$ cat src/rtl/snoop_bus_ctrl.sv
// MSI snooping bus controller: round-robin arbitration over NUM_CORES L1 caches,
// a single snoop broadcast per transaction, then a fill from another cache or from dmem.
module snoop_bus_ctrl #(
  parameter int NUM_CORES = 4,
  parameter int ADDR_W    = 13,
  parameter int MEM_LAT   = 4,
  localparam int IDX_W    = $clog2(NUM_CORES)
) (
  input  logic                          clk,
  input  logic                          rst_n,
  // Handshake: req_valid_i[c] is held high until done_o[c] pulses; grant_o stays
  // one-hot on the owner for the whole transaction, and drops the cycle after done.
  input  logic [NUM_CORES-1:0]          req_valid_i,
  input  logic [2*NUM_CORES-1:0]        req_op_i,
  input  logic [ADDR_W*NUM_CORES-1:0]   req_addr_i,
  output logic [NUM_CORES-1:0]          grant_o,
  output logic                          snoop_valid_o,
  output logic [ADDR_W-1:0]             snoop_addr_o,
  input  logic [NUM_CORES-1:0]          snoop_hit_i,
  input  logic [NUM_CORES-1:0]          snoop_dirty_i,
  output logic [NUM_CORES-1:0]          inv_o,
  output logic                          fill_src_o,
  output logic [IDX_W-1:0]              fill_owner_o,
  output logic                          mem_rd_o,
  output logic                          mem_wb_o,
  output logic [NUM_CORES-1:0]          done_o,
  output logic                          busy_o,
  output logic                          err_o,
  output logic [2:0]                    state_dbg_o
);

  localparam int CNT_W = $clog2(MEM_LAT + 1);

  typedef enum logic [2:0] {
    S_IDLE     = 3'd0,
    S_SNOOP    = 3'd1,
    S_MEM_WAIT = 3'd2,
    S_XFER     = 3'd3,
    S_DONE     = 3'd4
  } state_t;

  localparam logic [1:0] OP_RD  = 2'b00;
  localparam logic [1:0] OP_WR  = 2'b01;
  localparam logic [1:0] OP_UPG = 2'b10;
  localparam logic [1:0] OP_RSV = 2'b11;

  state_t               state_q, state_d;
  logic [IDX_W-1:0]     owner_q, owner_d;
  logic [1:0]           op_q, op_d;
  logic [ADDR_W-1:0]    addr_q, addr_d;
  logic [IDX_W-1:0]     rr_ptr_q, rr_ptr_d;
  logic [CNT_W-1:0]     cnt_q, cnt_d;
  logic [IDX_W-1:0]     src_idx_q, src_idx_d;
  logic                 err_q, err_d;

  logic [NUM_CORES-1:0] owner_oh;
  logic [NUM_CORES-1:0] oth_hit;
  logic [NUM_CORES-1:0] oth_dirty;
  logic                 multi_dirty;
  logic [IDX_W-1:0]     dirty_idx;
  logic                 arb_found;
  logic [IDX_W-1:0]     arb_idx;
  logic [IDX_W:0]       cand;

  assign owner_oh    = {{(NUM_CORES-1){1'b0}}, 1'b1} << owner_q;
  // The owner's own snoop response is meaningless for coherence and is dropped.
  assign oth_hit     = snoop_hit_i & ~owner_oh;
  assign oth_dirty   = snoop_dirty_i & ~owner_oh;
  assign multi_dirty = (oth_dirty & (oth_dirty - 1'b1)) != '0;

  always_comb begin
    dirty_idx = '0;
    for (int i = NUM_CORES - 1; i >= 0; i--) begin
      if (oth_dirty[i]) dirty_idx = IDX_W'(i);
    end
  end

  // First requester at or after rr_ptr_q, wrapping modulo NUM_CORES.
  always_comb begin
    arb_found = 1'b0;
    arb_idx   = '0;
    cand      = '0;
    for (int i = 0; i < NUM_CORES; i++) begin
      cand = {1'b0, rr_ptr_q} + (IDX_W+1)'(i);
      if (cand >= (IDX_W+1)'(NUM_CORES)) cand = cand - (IDX_W+1)'(NUM_CORES);
      if (!arb_found && req_valid_i[cand[IDX_W-1:0]]) begin
        arb_found = 1'b1;
        arb_idx   = cand[IDX_W-1:0];
      end
    end
  end

  always_ff @(posedge clk or negedge rst_n) begin
    if (!rst_n) begin
      state_q   <= S_IDLE;
      owner_q   <= '0;
      op_q      <= OP_RD;
      addr_q    <= '0;
      rr_ptr_q  <= '0;
      cnt_q     <= '0;
      src_idx_q <= '0;
      err_q     <= 1'b0;
    end else begin
      state_q   <= state_d;
      owner_q   <= owner_d;
      op_q      <= op_d;
      addr_q    <= addr_d;
      rr_ptr_q  <= rr_ptr_d;
      cnt_q     <= cnt_d;
      src_idx_q <= src_idx_d;
      err_q     <= err_d;
    end
  end

  always_comb begin
    state_d       = state_q;
    owner_d       = owner_q;
    op_d          = op_q;
    addr_d        = addr_q;
    rr_ptr_d      = rr_ptr_q;
    cnt_d         = cnt_q;
    src_idx_d     = src_idx_q;
    err_d         = err_q;
    snoop_valid_o = 1'b0;
    inv_o         = '0;
    fill_src_o    = 1'b0;
    fill_owner_o  = '0;
    mem_rd_o      = 1'b0;
    mem_wb_o      = 1'b0;
    done_o        = '0;
    case (state_q)
      S_IDLE: begin
        if (arb_found) begin
          owner_d = arb_idx;
          op_d    = req_op_i[arb_idx*2 +: 2];
          addr_d  = req_addr_i[arb_idx*ADDR_W +: ADDR_W];
          state_d = S_SNOOP;
        end
      end
      S_SNOOP: begin
        snoop_valid_o = 1'b1;
        src_idx_d     = dirty_idx;
        cnt_d         = '0;
        if (op_q == OP_RSV || multi_dirty) err_d = 1'b1;
        case (op_q)
          OP_UPG: begin
            inv_o   = oth_hit;
            if (oth_dirty != '0) err_d = 1'b1;
            state_d = S_DONE;
          end
          OP_WR: begin
            if (oth_dirty != '0) begin
              state_d = S_XFER;
            end else begin
              inv_o   = oth_hit;
              state_d = S_MEM_WAIT;
            end
          end
          default: begin
            // Read miss, and the reserved op handled as a read miss.
            state_d = (oth_dirty != '0) ? S_XFER : S_MEM_WAIT;
          end
        endcase
      end
      S_MEM_WAIT: begin
        mem_rd_o = (cnt_q == '0);
        if (cnt_q == CNT_W'(MEM_LAT - 1)) state_d = S_DONE;
        else                              cnt_d   = cnt_q + 1'b1;
      end
      S_XFER: begin
        fill_src_o   = 1'b1;
        fill_owner_o = src_idx_q;
        mem_wb_o     = 1'b1;
        if (op_q == OP_WR) inv_o = ~owner_oh;
        state_d      = S_DONE;
      end
      S_DONE: begin
        done_o   = owner_oh;
        rr_ptr_d = (owner_q == IDX_W'(NUM_CORES - 1)) ? '0 : owner_q + 1'b1;
        state_d  = S_IDLE;
      end
      default: state_d = S_IDLE;
    endcase
  end

  assign busy_o       = (state_q != S_IDLE);
  assign grant_o      = busy_o ? owner_oh : '0;
  assign snoop_addr_o = busy_o ? addr_q : '0;
  assign err_o        = err_q;
  assign state_dbg_o  = state_q;

endmodule

$ cat config.mk
export PLATFORM = sky130hd
export DESIGN_NAME = snoop_bus_ctrl
export DESIGN_NICKNAME = d
export VERILOG_FILES = /design/src/rtl/snoop_bus_ctrl.sv
export SDC_FILE = /design/constraint.sdc
export NUM_CORES = 1
export LEC_CHECK = 0
export CAP_MARGIN = 20
export CORE_UTILIZATION = 38
export DETAILED_ROUTE_END_ITERATION = 7
export PLACE_DENSITY = 0.82
export SETUP_SLACK_MARGIN = 0.4
export SLEW_MARGIN = 20
export SYNTH_ARGS = -nofsm -noshare
export SYNTH_HDL_FRONTEND = slang
export SYNTH_SLANG_ARGS = --single-unit
export TNS_END_PERCENT = 1
$ cat constraint.sdc
create_clock -name clk -period 3.6 [get_ports clk]
set_clock_uncertainty 0.05 [all_clocks]
set_input_delay 0.36 -clock clk [delete_from_list [all_inputs] [get_ports clk]]
set_output_delay 0.36 -clock clk [all_outputs]
set_load 0.02 [all_outputs]
; ---- Yosys cells after proc, flatten, opt, wreduce, memory -nomap -nowiden
; Cells that the tools add are included.
[op_classes]
eq_ne = 12
mul = 1
n_mux = 46
n_bitwise = 4
reduce_logical = 16
magnitude_cmp = 8
n_addsub = 10
n_shift = 3
[ops]
columns = op, count
row1 = variable part select 52 x 7 -> 13 bit, 1
row2 = 2-to-1 mux 2 bit, 14
row3 = 2-to-1 mux 4 bit, 4
row4 = one-hot mux 4 bit (2 select lines), 2
row5 = 2-to-1 mux 1 bit, 15
row6 = 2-to-1 mux 13 bit, 1
row7 = AND 4 bit, 3
row8 = < comparator 2 x 3 -> 1 bit (second input constant), 4
row9 = 2-to-1 mux 3 bit, 4
row10 = one-hot mux 3 bit (4 select lines), 1
row11 = == test 3 x 2 -> 1 bit (second input constant), 3
row12 = >= comparator 3 bit (second input constant), 3
row13 = binary-select mux 1 bit (select 2 bit), 4
row14 = nonzero test 4 bit, 2
row15 = variable part select 8 x 4 -> 2 bit, 1
row16 = subtractor 2 x 1 -> 2 bit (second input constant), 4
row17 = adder 2 x 2 -> 3 bit (second input constant), 2
row18 = == test 2 bit (second input constant), 3
row19 = logical NOT 3 bit, 2
row20 = multiplier 2 x 4 -> 6 bit (second input constant), 1
row21 = inequality test 2 bit (second input constant), 3
row22 = one-hot mux 3 bit (2 select lines), 1
row23 = AND reduction 2 bit, 3
row24 = NOT 4 bit, 1
row25 = 14 further kinds, 18
[totals]
inputBits = 74
wordCells = 108
ff_bits = 28
output_inout_bits = 36

; ---- Longest topological paths before layout
; Gate-level depths: netlist (run 1).
[depth]
depth_word = 16
mapped_depth = 7
ltp_nobuf = 7

; ---- Worst setup path before layout (run 1)
; No wires, ideal clock.
[synth_path]
path_type = reg2reg
start = reg state_q[2] (netlist: state_dbg_o[2])
end = reg op_q[0]
period_less_slack_ns = 1.997
setup_ns = 0.126
required_time_ns = 3.424
setup_slack_ns = 1.603
path_buffers = 3
arrival_time_ns = 1.821
stages_incl_launch_ff = 7
path_cell_list = dfrtp_1 -> or3_1 -> buf_2 -> a21o_1 -> buf_2 -> buf_6 -> a221o_1
[synth_via]
elab_chain_len = 2
[synth_rtl]
columns = element, line
row1 = "start, declared", 47  ; state_t state_q, state_d;
row2 = "start signal, assigned", 104  ; state_q <= state_d;
row3 = logical NOT 3 bit, 131  ; case (state_q)
row4 = AND reduction 2 bit (no line), -
row5 = "end signal, assigned", 106  ; op_q <= op_d;
row6 = "end, declared", 49  ; logic [1:0] op_q, op_d;
; No other way between the ends.
; A chain may end at the register's enable or synchronous reset.

; ---- Worst setup path in the final report (run 1)
[layout_path]
start = reg state_q[1] (netlist: state_dbg_o[1])
end = out inv_o[2]
[layout_via]
elab_chain_len = 2
word_cells_on_any_way = 3
classes_between = 2 x eq/ne / 1 x mux
[layout_rtl]
columns = element, line
row1 = == test 3 x 2 -> 1 bit or == test 3 x 1 -> 1 bit (tied branches), 131
row2 = one-hot mux 4 bit (2 select lines) *, 131
row3 = "end, declared", 21  ; output logic [NUM_CORES-1:0] inv_o,
; Every way passes the cells marked *; elsewhere a longest branch is shown, timed or not.

==> results by group, run 1 <==
Global routing
  • Total congestion overflow: 0
  • Number of global-route vias before repair: 2118
  • GRT Total Usage: 20.7%
  • Initial antenna violation count: 0
  • First-pass GRT wire length: ~10 mm
  • Pin count of the biggest net entering global routing: 29

Cells and area
  • Antenna diode count: 0
  • FF+latch area: 701 um^2
  • NumNets Final: roughly 430
  • Fill cells: 443
  • Area of the multi-input gates: 1310 um^2
  • Area Overhead vs Synth: 56.3%
  • Share of cells above drive strength 1: ~8.5%

Clock tree
  • Post-CTS Setup Bufs: 0
  • Hold_buf cts: 0
  • H-tree depth: 1
  • CTS resizes: 0
  • CTS buffer count: 3
  • Root Buffer: clkbuf_8
  • Clock buffer depth: 2
  • Reg clk slew, reported paths: 100 ps
  • CTS tree: done
  • Worst-Skew Late Latency: 280 ps
  • Clock sinks: 28

Worst setup path
  • Slowest cell on the critical path: clkdlybuf4s50_1
  • CP delay by family, top: buffers and inverters
  • Critical Path Max Stage Delay: 630 ps
  • CP Depth: 6
  • Worst reg-to-reg path cell count: 5
  • WP data arrival: 2420 ps
  • Startpoint types: register
  • Critical path class: register to output pin
  • Cell Chain, Critical Path: inv_1 > nand3b_1 > nor2_1 > nand3_1 > a21oi_1 > clkdlybuf4s50_1
  • WP buf/inv: 2
  • Worst Path Required: 3190 ps
  • Worst setup EP type: output pin
  • Maximum fanout along the worst path: 8

Power and ir drop
  • LEAKAGE: 1.36 nW
  • Pwr/cell area: 713 nW/um^2
  • Peak supply drop: 0.358 mV
  • Psw: just over 1 mW
  • Switching share of total power: 43.2%
  • Total power: 2.38 mW
  • Seq pwr share: 24.5%
  • Clock network power share: 10.6%
  • Comb pwr share: 64.9%
  • Internal Power: 1.35 mW

Floorplanning
  • Rows: 26
  • Core ar.: 5240 um^2
  • Starting Density: approximately two fifths
  • IO Pins: between 100 and 150
  • Die Width: 76.9 um
  • Die height: 76.9 um
  • Die area: 5910 um^2

Synthesis
  • Sequential cell area fraction in the yosys report: 32.9%
  • Synthesized area: ~2100 um^2
  • Gate count after technology mapping: 238
  • Post-synth EDFFs: 0
  • Post-synth cell types: 37
  • Main flop type after synthesis: dfrtp_1
  • Yosys reg bits: 28
  • Syn nets: 322
  • FFs w/ async S/R, synth: 100%
  • Syn Area/Cell: 8.95 um^2
  • Synth warn: 0

Detailed routing
  • Antenna viol nets, final: 0
  • Pre-antenna DRT Iters: 4
  • Detailed Route WL: 5.91 mm
  • DRC violations left: 0
  • Starting DRT DRC Count: 57
  • WL/cell: 14.3 um
  • Vias per cell: 5.24
  • Via count: 2158

Run status
  • Status: completed

Timing
  • Period minus WS final: between 2000 and 3000 ps
  • Worst slew pin tran: 747 ps
  • Slew margin rel.: between 50% and 60%
  • Max Fclk: 0.354 GHz
  • RSZ-0062 raised after global routing: false
  • Setup TNS: 0 ps
  • Max-slew violation count: 0
  • Final Hold Viols: 0
  • Setup violations, final: 0
  • Final worst-path cycle share: 78.5%

Place
  • Gpl congestion: between 0.8 and 0.9
  • Port Buffers: 109
  • Detailed-placement wirelength estimate: 4.73 mm

Flow run
  • Max Cap Violations: 0

Min path
  • Hold Path Class: input pin to asynchronous set/reset pin
layer usage:
| layer | up-vias | track usage, % | wire length [um] |
|---|---|---|---|
| met5 | - | 0 | 0 |
| met4 | 0 | 3.46 | 38 |
| met3 | 5 | 3.21 | 262 |
| met2 | 71 | 36.3 | 2990 |
| met1 | 1014 | 27.0 | 2620 |
| li1 | 1068 | - | - |
cell usage after synthesis, types with 2 or more instances:
cell	number	area (um^2)
a21o_1	2	15.0
a21oi_1	22	110
a221o_1	10	100
and2_1	22	138
and3_1	2	12.5
buf_2	3	15.0
buf_4	2	15.0
buf_6	3	33.8
clkbuf_1	4	15.0
dfrtp_1	28	701
ha_1	10	125
inv_1	10	37.5
mux2_2	12	135
mux2i_1	11	110
nand2_1	16	60.1
nand2b_1	5	31.3
nand3_1	15	75.1
nor2_1	12	45.0
nor2b_1	4	25.0
nor3_1	3	15.0
nor3b_1	2	15.0
o21ai_0	15	75.1
o221ai_2	5	75.1
o31ai_1	5	37.5
or3_1	3	18.8
stage by stage:
step | utilization [%] | setup slack (ps) | instance area, um^2 | cells | hold WS (ps)
after global placement | 62.2 | 892 | 3260 | 408 | 411
final | 63.6 | 773 | 3330 | 412 | 406
after global routing | 63.6 | 546 | 3330 | 412 | 459
after floorplan | - | 1600 | 2130 | 238 | 14.4
after CTS | 63.6 | 777 | 3330 | 412 | 423
after detailed placement | 62.2 | 790 | 3260 | 408 | 419
worst reg2reg max path: stages, from the launching register on:
cell and delay [ps]:
dfrtp_1 450, mux2i_1 170, o2bb2ai_1 310, nor2_2 570
mux2_2 410, a221o_1 320
worst paths after layout:
path                                 from         end  slack [ps]
min in group clk                addr_q[5]   addr_q[5]         440
max in group asynchronous           rst_n     op_q[1]        2820
setup / recovery           state_dbg_o[1]    inv_o[2]         770
hold / removal                      rst_n    cnt_q[2]         410
setup reg to reg              rr_ptr_q[1]  addr_q[11]        1210
hold reg to reg                 addr_q[5]   addr_q[5]         440
cell type report:
type,instances,area share [%]
Sequential cell,28,21.0
Clock inverter,1,0.902
Clock buffer,3,1.24
Multi-Input combinational cell,187,39.4
Inverter,10,1.13
Timing Repair Buffer,113,33.7
Tap cell,70,2.63
cell families after synthesis:
kind of cell | synth area share (%)
AO/OA/AOI/OAI | 21.7
flip-flops | 32.9
adder cells (fa/ha/maj) | 6.34
multiplexers | 11.5
buffers and inverters | 5.64
AND/OR/NAND/NOR | 22.0
flip-flops by register name, summed over array words and instances (netlist names):
signal / cells
addr_q: 13
cnt_q: 3
err_o: 1
op_q: 2
owner_q: 2
rr_ptr_q: 2
src_idx_q: 2
state_dbg_o: 3
power by group through the flow:
stage                     clock network (mW)  logic (mW)  registers (mW)
after detailed placement                   0        1.55           0.588
after CTS                              0.256        1.56           0.583
after floorplan                            0        1.02           0.560
after global routing                   0.270        1.68           0.608
final                                  0.251        1.54           0.582
after global placement                     0        1.51           0.584
cells in the final DEF, fill, tap and decap left out, types with 3 or more instances in the layout:
master | netlist | layout
a21oi_1 | 22 | 22
a221o_1 | 10 | 10
and2_1 | 22 | 22
buf_4 | 2 | 4
clkbuf_8 | 0 | 3
clkdlybuf4s50_1 | 0 | 109
dfrtp_1 | 28 | 28
ha_1 | 10 | 10
inv_1 | 10 | 10
mux2_2 | 12 | 12
mux2i_1 | 11 | 11
nand2_1 | 16 | 16
nand2b_1 | 5 | 5
nand3_1 | 15 | 15
nor2_1 | 12 | 11
nor2b_1 | 4 | 4
nor3_1 | 3 | 3
o21ai_0 | 15 | 15
o221ai_2 | 5 | 5
o31ai_1 | 5 | 5
or3_1 | 3 | 3
Note: power is estimated with default switching activity, not from simulation.
==> run 2, diff against run 1 <==
==> constraint.sdc (replaced) <==
create_clock -name clk -period 2.7 [get_ports clk]
set_clock_uncertainty 0.05 [all_clocks]
set_input_delay 0.27 -clock clk [delete_from_list [all_inputs] [get_ports clk]]
set_output_delay 0.27 -clock clk [all_outputs]
set_load 0.02 [all_outputs]
==> results by group, run 2 (synthesized netlist as in run 1, its figures left out) <==
Worst setup path
  • Startpoint types: register
  • Worst setup EP type: output pin
  • Slowest cell on the critical path: clkdlybuf4s50_1
  • Cell Chain, Critical Path: or3_4 > and2_1 > clkdlybuf4s50_1
  • Maximum fanout along the worst path: 19
  • WP data arrival: 2000 ps
  • Critical path class: register to output pin
  • Critical Path Max Stage Delay: 550 ps
  • Worst Path Required: 2380 ps

Detailed routing
  • WL/cell: ~14 um
  • Via count: 2167
  • Pre-antenna DRT Iters: 4
  • Vias per cell: 5.18
  • Antenna viol nets, final: 0
  • DRC violations left: 0
  • Starting DRT DRC Count: 68
  • Detailed Route WL: 5.92 mm

Floorplanning
  • Rows: 26
  • Die Width: 76.9 um
  • IO Pins: 110
  • Die area: 5910 um^2
  • Core ar.: 5240 um^2
  • Die height: 76.9 um
  • Starting Density: roughly two fifths

Global routing
  • First-pass GRT wire length: 9.55 mm
  • Total congestion overflow: 0
  • GRT Total Usage: 19.8%
  • Initial antenna violation count: 0
  • Number of global-route vias before repair: between 2000 and 2500
  • Pin count of the biggest net entering global routing: 29

Power and ir drop
  • Total power: ~3.2 mW
  • LEAKAGE: roughly 1.4 nW
  • Pwr/cell area: between 900 and 1000 nW/um^2
  • Peak supply drop: 0.398 mV

Timing
  • Max-slew violation count: 0
  • Slew margin rel.: 44.5%
  • Final worst-path cycle share: between 80% and 90%
  • Final Hold Viols: 0
  • Worst slew pin tran: 831 ps
  • RSZ-0062 raised after global routing: true
  • Setup violations, final: 0
  • Max Fclk: 0.432 GHz
  • Period minus WS final: between 2000 and 2500 ps
  • Worst setup margin: 385 ps
  • Setup TNS: 0 ps

Cells and area
  • Antenna diode count: 0
  • Area Overhead vs Synth: 59.0%
  • Biggest register: addr_q
  • Fill cells: 470
  • FF+latch area: about 700 um^2
  • Cell area after layout: 3390 um^2
  • Share of cells above drive strength 1: around 14%
  • NumNets Final: 434
  • Area of the multi-input gates: 1340 um^2
  • Most common cell after layout, fill and taps aside: clkdlybuf4s50_1
  • Commonest non-fill, non-tap cells in the layout: clkdlybuf4s50_1, dfrtp_1, and2_1, a21oi_1, nand2_1
  • Max reg flops: 13

Run status
  • Status: completed

Clock tree
  • Clock sinks: 28
  • Root Buffer: clkbuf_8
  • Post-CTS Setup Bufs: 0
  • Clock buffer depth: 2
  • Reg clk slew, reported paths: approximately 90 ps
  • Hold_buf cts: 0
  • Worst-Skew Late Latency: 270 ps
  • H-tree depth: 1
  • CTS buffer count: 3
  • CTS tree: done

Place
  • Cell area after placement: 3320 um^2
  • Post-Place Setup Slack: about 260 ps
  • Detailed-placement wirelength estimate: 4.78 mm
  • Gpl congestion: 0.863
  • Port Buffers: 109

Min path
  • Hold Path Class: input pin to asynchronous set/reset pin

Flow run
  • Max Cap Violations: 0
-- run 2: cell types whose count changed in the layout (fill, tap and decap cells not counted), sizes merged --
cell           change
buf                +8
dlygate4sd2        +1
clkdlybuf4s15      +2
bufinv             -1
clkbuf             +1
clkdlybuf4s50      -5
-- run 2: critical path, delay by kind of cell (launching register included) --
family	cells	cell delay (ps)
DFF	1	460
buffers and inverters	1	550
and+or+nand+nor	2	720
-- run 2: timing repair --
action                                 4_1_cts  5_1_grt
setup endpoints to repair                   37       24
endpoints found under the hold margin        0        0
resized for setup                           18        7
-- run 2: final cells by class --
type,instances,share of cell area (%)
Multi-Input combinational cell,187,39.6
Timing Repair Buffer,120,34.8
Sequential cell,28,20.7
Tap cell,70,2.59
Clock buffer,3,1.22
Inverter,10,1.11
-- run 2: final timing paths --
kind	startpoint	endpoint	slack (ps)	cells after the start
worst min-delay path	rst_n	err_o	320	2
worst min register to register	src_idx_q[0]	src_idx_q[0]	440	2
max in group asynchronous	rst_n	owner_q[0]	1990	2
worst max-delay path	state_dbg_o[2]	snoop_addr_o[0]	380	3
min in group clk	src_idx_q[0]	src_idx_q[0]	440	2
worst max register to register	state_dbg_o[2]	addr_q[9]	540	4
-- run 2: per-layer routing --
metal | vias up | track usage, % | share of wire (%)
met4 | 0 | 3.27 | 0.69
li1 | 1083 | - | -
met2 | 66 | 35.7 | 49
met5 | - | 0 | 0
met3 | 6 | 3.21 | 4.0
met1 | 1012 | 24.8 | 46
-- run 2: through the flow --
step	hold slack, ps	util, %	std cells
after floorplan	-75.6	-	238
after global placement	415	63.5	415
after detailed placement	416	63.5	415
after CTS	339	64.6	418
after global routing	374	64.7	418
final	325	64.7	418
-- run 2: report_power, final --
| part | leakage [nW] | internal (mW) | switching, mW |
|---|---|---|---|
| clock network | 0.0216 | 0.0999 | 0.121 |
| registers | 0.346 | 0.610 | 0.159 |
| logic | 1.02 | 1.06 | 1.10 |
| total | 1.39 | 1.77 | 1.38 |
==> run 3, diff against run 2 <==
--- a/config.mk
+++ b/config.mk
@@ -6,6 +6,7 @@
 export NUM_CORES = 1
 export LEC_CHECK = 0
 export CAP_MARGIN = 20
+export CORE_ASPECT_RATIO = 1.25
 export CORE_UTILIZATION = 38
 export DETAILED_ROUTE_END_ITERATION = 7
 export PLACE_DENSITY = 0.82
==> results by group, run 3 (synthesized netlist as in run 1, its figures left out) <==
Timing
  • Hold WS: around 310 ps
  • Max Fclk: 0.413 GHz
  • Max-slew violation count: 0
  • Slew margin rel.: 46.9%
  • Final Hold Viols: 0
  • Worst slew pin tran: ~800 ps
  • Final worst-path cycle share: 89.6%
  • Setup violations, final: 0
  • Period minus WS final: 2420 ps
  • Setup TNS: 0 ps
  • RSZ-0062 raised after global routing: true

Floorplanning
  • Starting Density: 39.4%
  • Die height: 85.7 um
  • Die area: 5910 um^2
  • IO Pins: 110
  • Core ar.: ~5400 um^2
  • Die Width: 69.0 um
  • Rows: 30

Worst setup path
  • WP data arrival: between 2000 and 2500 ps
  • CP delay by family, top: buffers and inverters
  • Slowest cell on the critical path: clkdlybuf4s50_1
  • R2R setup slack: about 380 ps
  • Critical path class: register to output pin
  • Worst r2r dst: op_q[0]
  • Critical Path Max Stage Delay: about 550 ps
  • Startpoint types: register
  • Worst reg-to-reg path cell count: 5
  • Worst setup EP type: output pin
  • WP buf/inv: 2
  • Maximum fanout along the worst path: 18
  • Cell Chain, Critical Path: or3_1 > buf_4 > and2_1 > clkdlybuf4s50_1
  • Reg-to-reg critical path startpoint: state_dbg_o[2]
  • Worst Path Required: 2380 ps

Global routing
  • Number of global-route vias before repair: between 2000 and 2500
  • Pin count of the biggest net entering global routing: 29
  • Initial antenna violation count: 0
  • GRT Total Usage: between 20 and 25%
  • Total congestion overflow: 0
  • First-pass GRT wire length: 10.1 mm

Cells and area
  • FF+latch area: 702 um^2
  • Final core occ: between 60 and 70%
  • Area Overhead vs Synth: 58.3%
  • Most common cell after layout, fill and taps aside: clkdlybuf4s50_1
  • Area of the multi-input gates: 1320 um^2
  • Fill cells: approximately 510
  • Commonest non-fill, non-tap cells in the layout: clkdlybuf4s50_1, dfrtp_1, and2_1, a21oi_1, nand2_1
  • NumNets Final: 435
  • Share of cells above drive strength 1: 12.0%
  • Antenna diode count: 0
  • Max reg flops: 13
  • Biggest register: addr_q

Clock tree
  • CTS tree: done
  • Root Buffer: clkbuf_8
  • Clock buffer depth: 2
  • Worst-Skew Late Latency: 270 ps
  • CTS buffer count: 3
  • Clock sinks: 28
  • H-tree depth: 1
  • Reg clk slew, reported paths: 90 ps

Power and ir drop
  • Pwr/cell area: between 900 and 1000 nW/um^2
  • LEAKAGE: between 1 and 1.5 nW
  • Peak supply drop: 0.480 mV

Detailed routing
  • DRC violations left: 0
  • Antenna viol nets, final: 0
  • Via count: 2202
  • Vias per cell: 5.32
  • Pre-antenna DRT Iters: 5
  • WL/cell: 14.3 um
  • Starting DRT DRC Count: 98
  • Detailed Route WL: 5.93 mm

Place
  • Port Buffers: 109
  • Detailed-placement wirelength estimate: 4.77 mm
  • Gpl congestion: roughly 0.85

Run status
  • Status: completed

Min path
  • Hold Path Class: input pin to asynchronous set/reset pin

Flow run
  • Max Cap Violations: 0
run 3: cell count changes in the layout (fill, tap and decap cells not counted), moves of 2 or more:
| cell | previous run | this run |
|---|---|---|
| ha_1 | 6 | 10 |
| clkbuf_2 | 1 | 3 |
| ha_2 | 4 | 0 |
| clkdlybuf4s15_2 | 2 | 0 |
| buf_4 | 10 | 12 |
| nor2b_2 | 3 | 1 |
| nor2b_1 | 1 | 3 |
run 3: timing repair:
item | 4_1_cts | 5_1_grt
resized for setup | 6 | 9
endpoints found under the hold margin | 0 | 0
setup endpoints to repair | 23 | 37
cloned | 0 | 0
hold buffers | 0 | 0
buffers inserted | 1 | 0
run 3: cell type report:
class                      count  area share, %
clock buffer                   3           1.22
inverter                      10           1.11
multi-input combinational    187           39.0
sequential                    28           20.8
clock inverter                 1          0.890
tap                           64           2.37
timing repair buffer         121           34.6
run 3: through the flow:
| step | cell area, um^2 | worst slack (ps) | total power [mW] | cells |
|---|---|---|---|---|
| floorplan | 2130 | 703 | 2.11 | 238 |
| global placement | 3300 | 371 | 2.86 | 409 |
| detailed placement | 3300 | 315 | 2.92 | 409 |
| CTS | 3380 | 278 | 3.24 | 414 |
| global route | 3370 | 204 | 3.50 | 414 |
| finish | 3370 | 281 | 3.23 | 414 |
run 3: worst max path at each step:
stage	end	startpoint	slack (ps)	cells after the start
CTS	snoop_addr_o[2]	state_dbg_o[2]	280	4
floorplan	op_q[0]	state_dbg_o[2]	700	6
finish	snoop_addr_o[10]	state_dbg_o[2]	280	4
global placement	inv_o[0]	snoop_dirty_i[2]	370	7
detailed placement	inv_o[3]	owner_q[0]	310	8
global route	snoop_addr_o[11]	state_dbg_o[2]	200	4
run 3: worst register-to-register path: cells and delay by family, from the launching register on:
family                 cells  cell delay, ps
AND/OR/NAND/NOR            2             990
AO/OA/AOI/OAI              2             530
flip-flops                 1             460
buffers and inverters      1             230
run 3: metal layers:
| metal | vias to the layer above | routed length, um | global-route usage (%) | share of wire, % |
|---|---|---|---|---|
| met5 | - | 0 | 0 | 0 |
| met3 | 6 | 252 | 3.06 | 4.3 |
| li1 | 1084 | - | - | - |
| met4 | 0 | 59 | 4.82 | 1.0 |
| met2 | 74 | 3100 | 38.1 | 52 |
| met1 | 1038 | 2520 | 28.9 | 42 |
run 3: power by group:
group          switching [mW]  internal, mW  total (mW)
Sequential              0.170         0.610       0.780
Clock                   0.125         0.198       0.323
Combinational            1.10          1.03        2.13
Total                    1.39          1.84        3.23
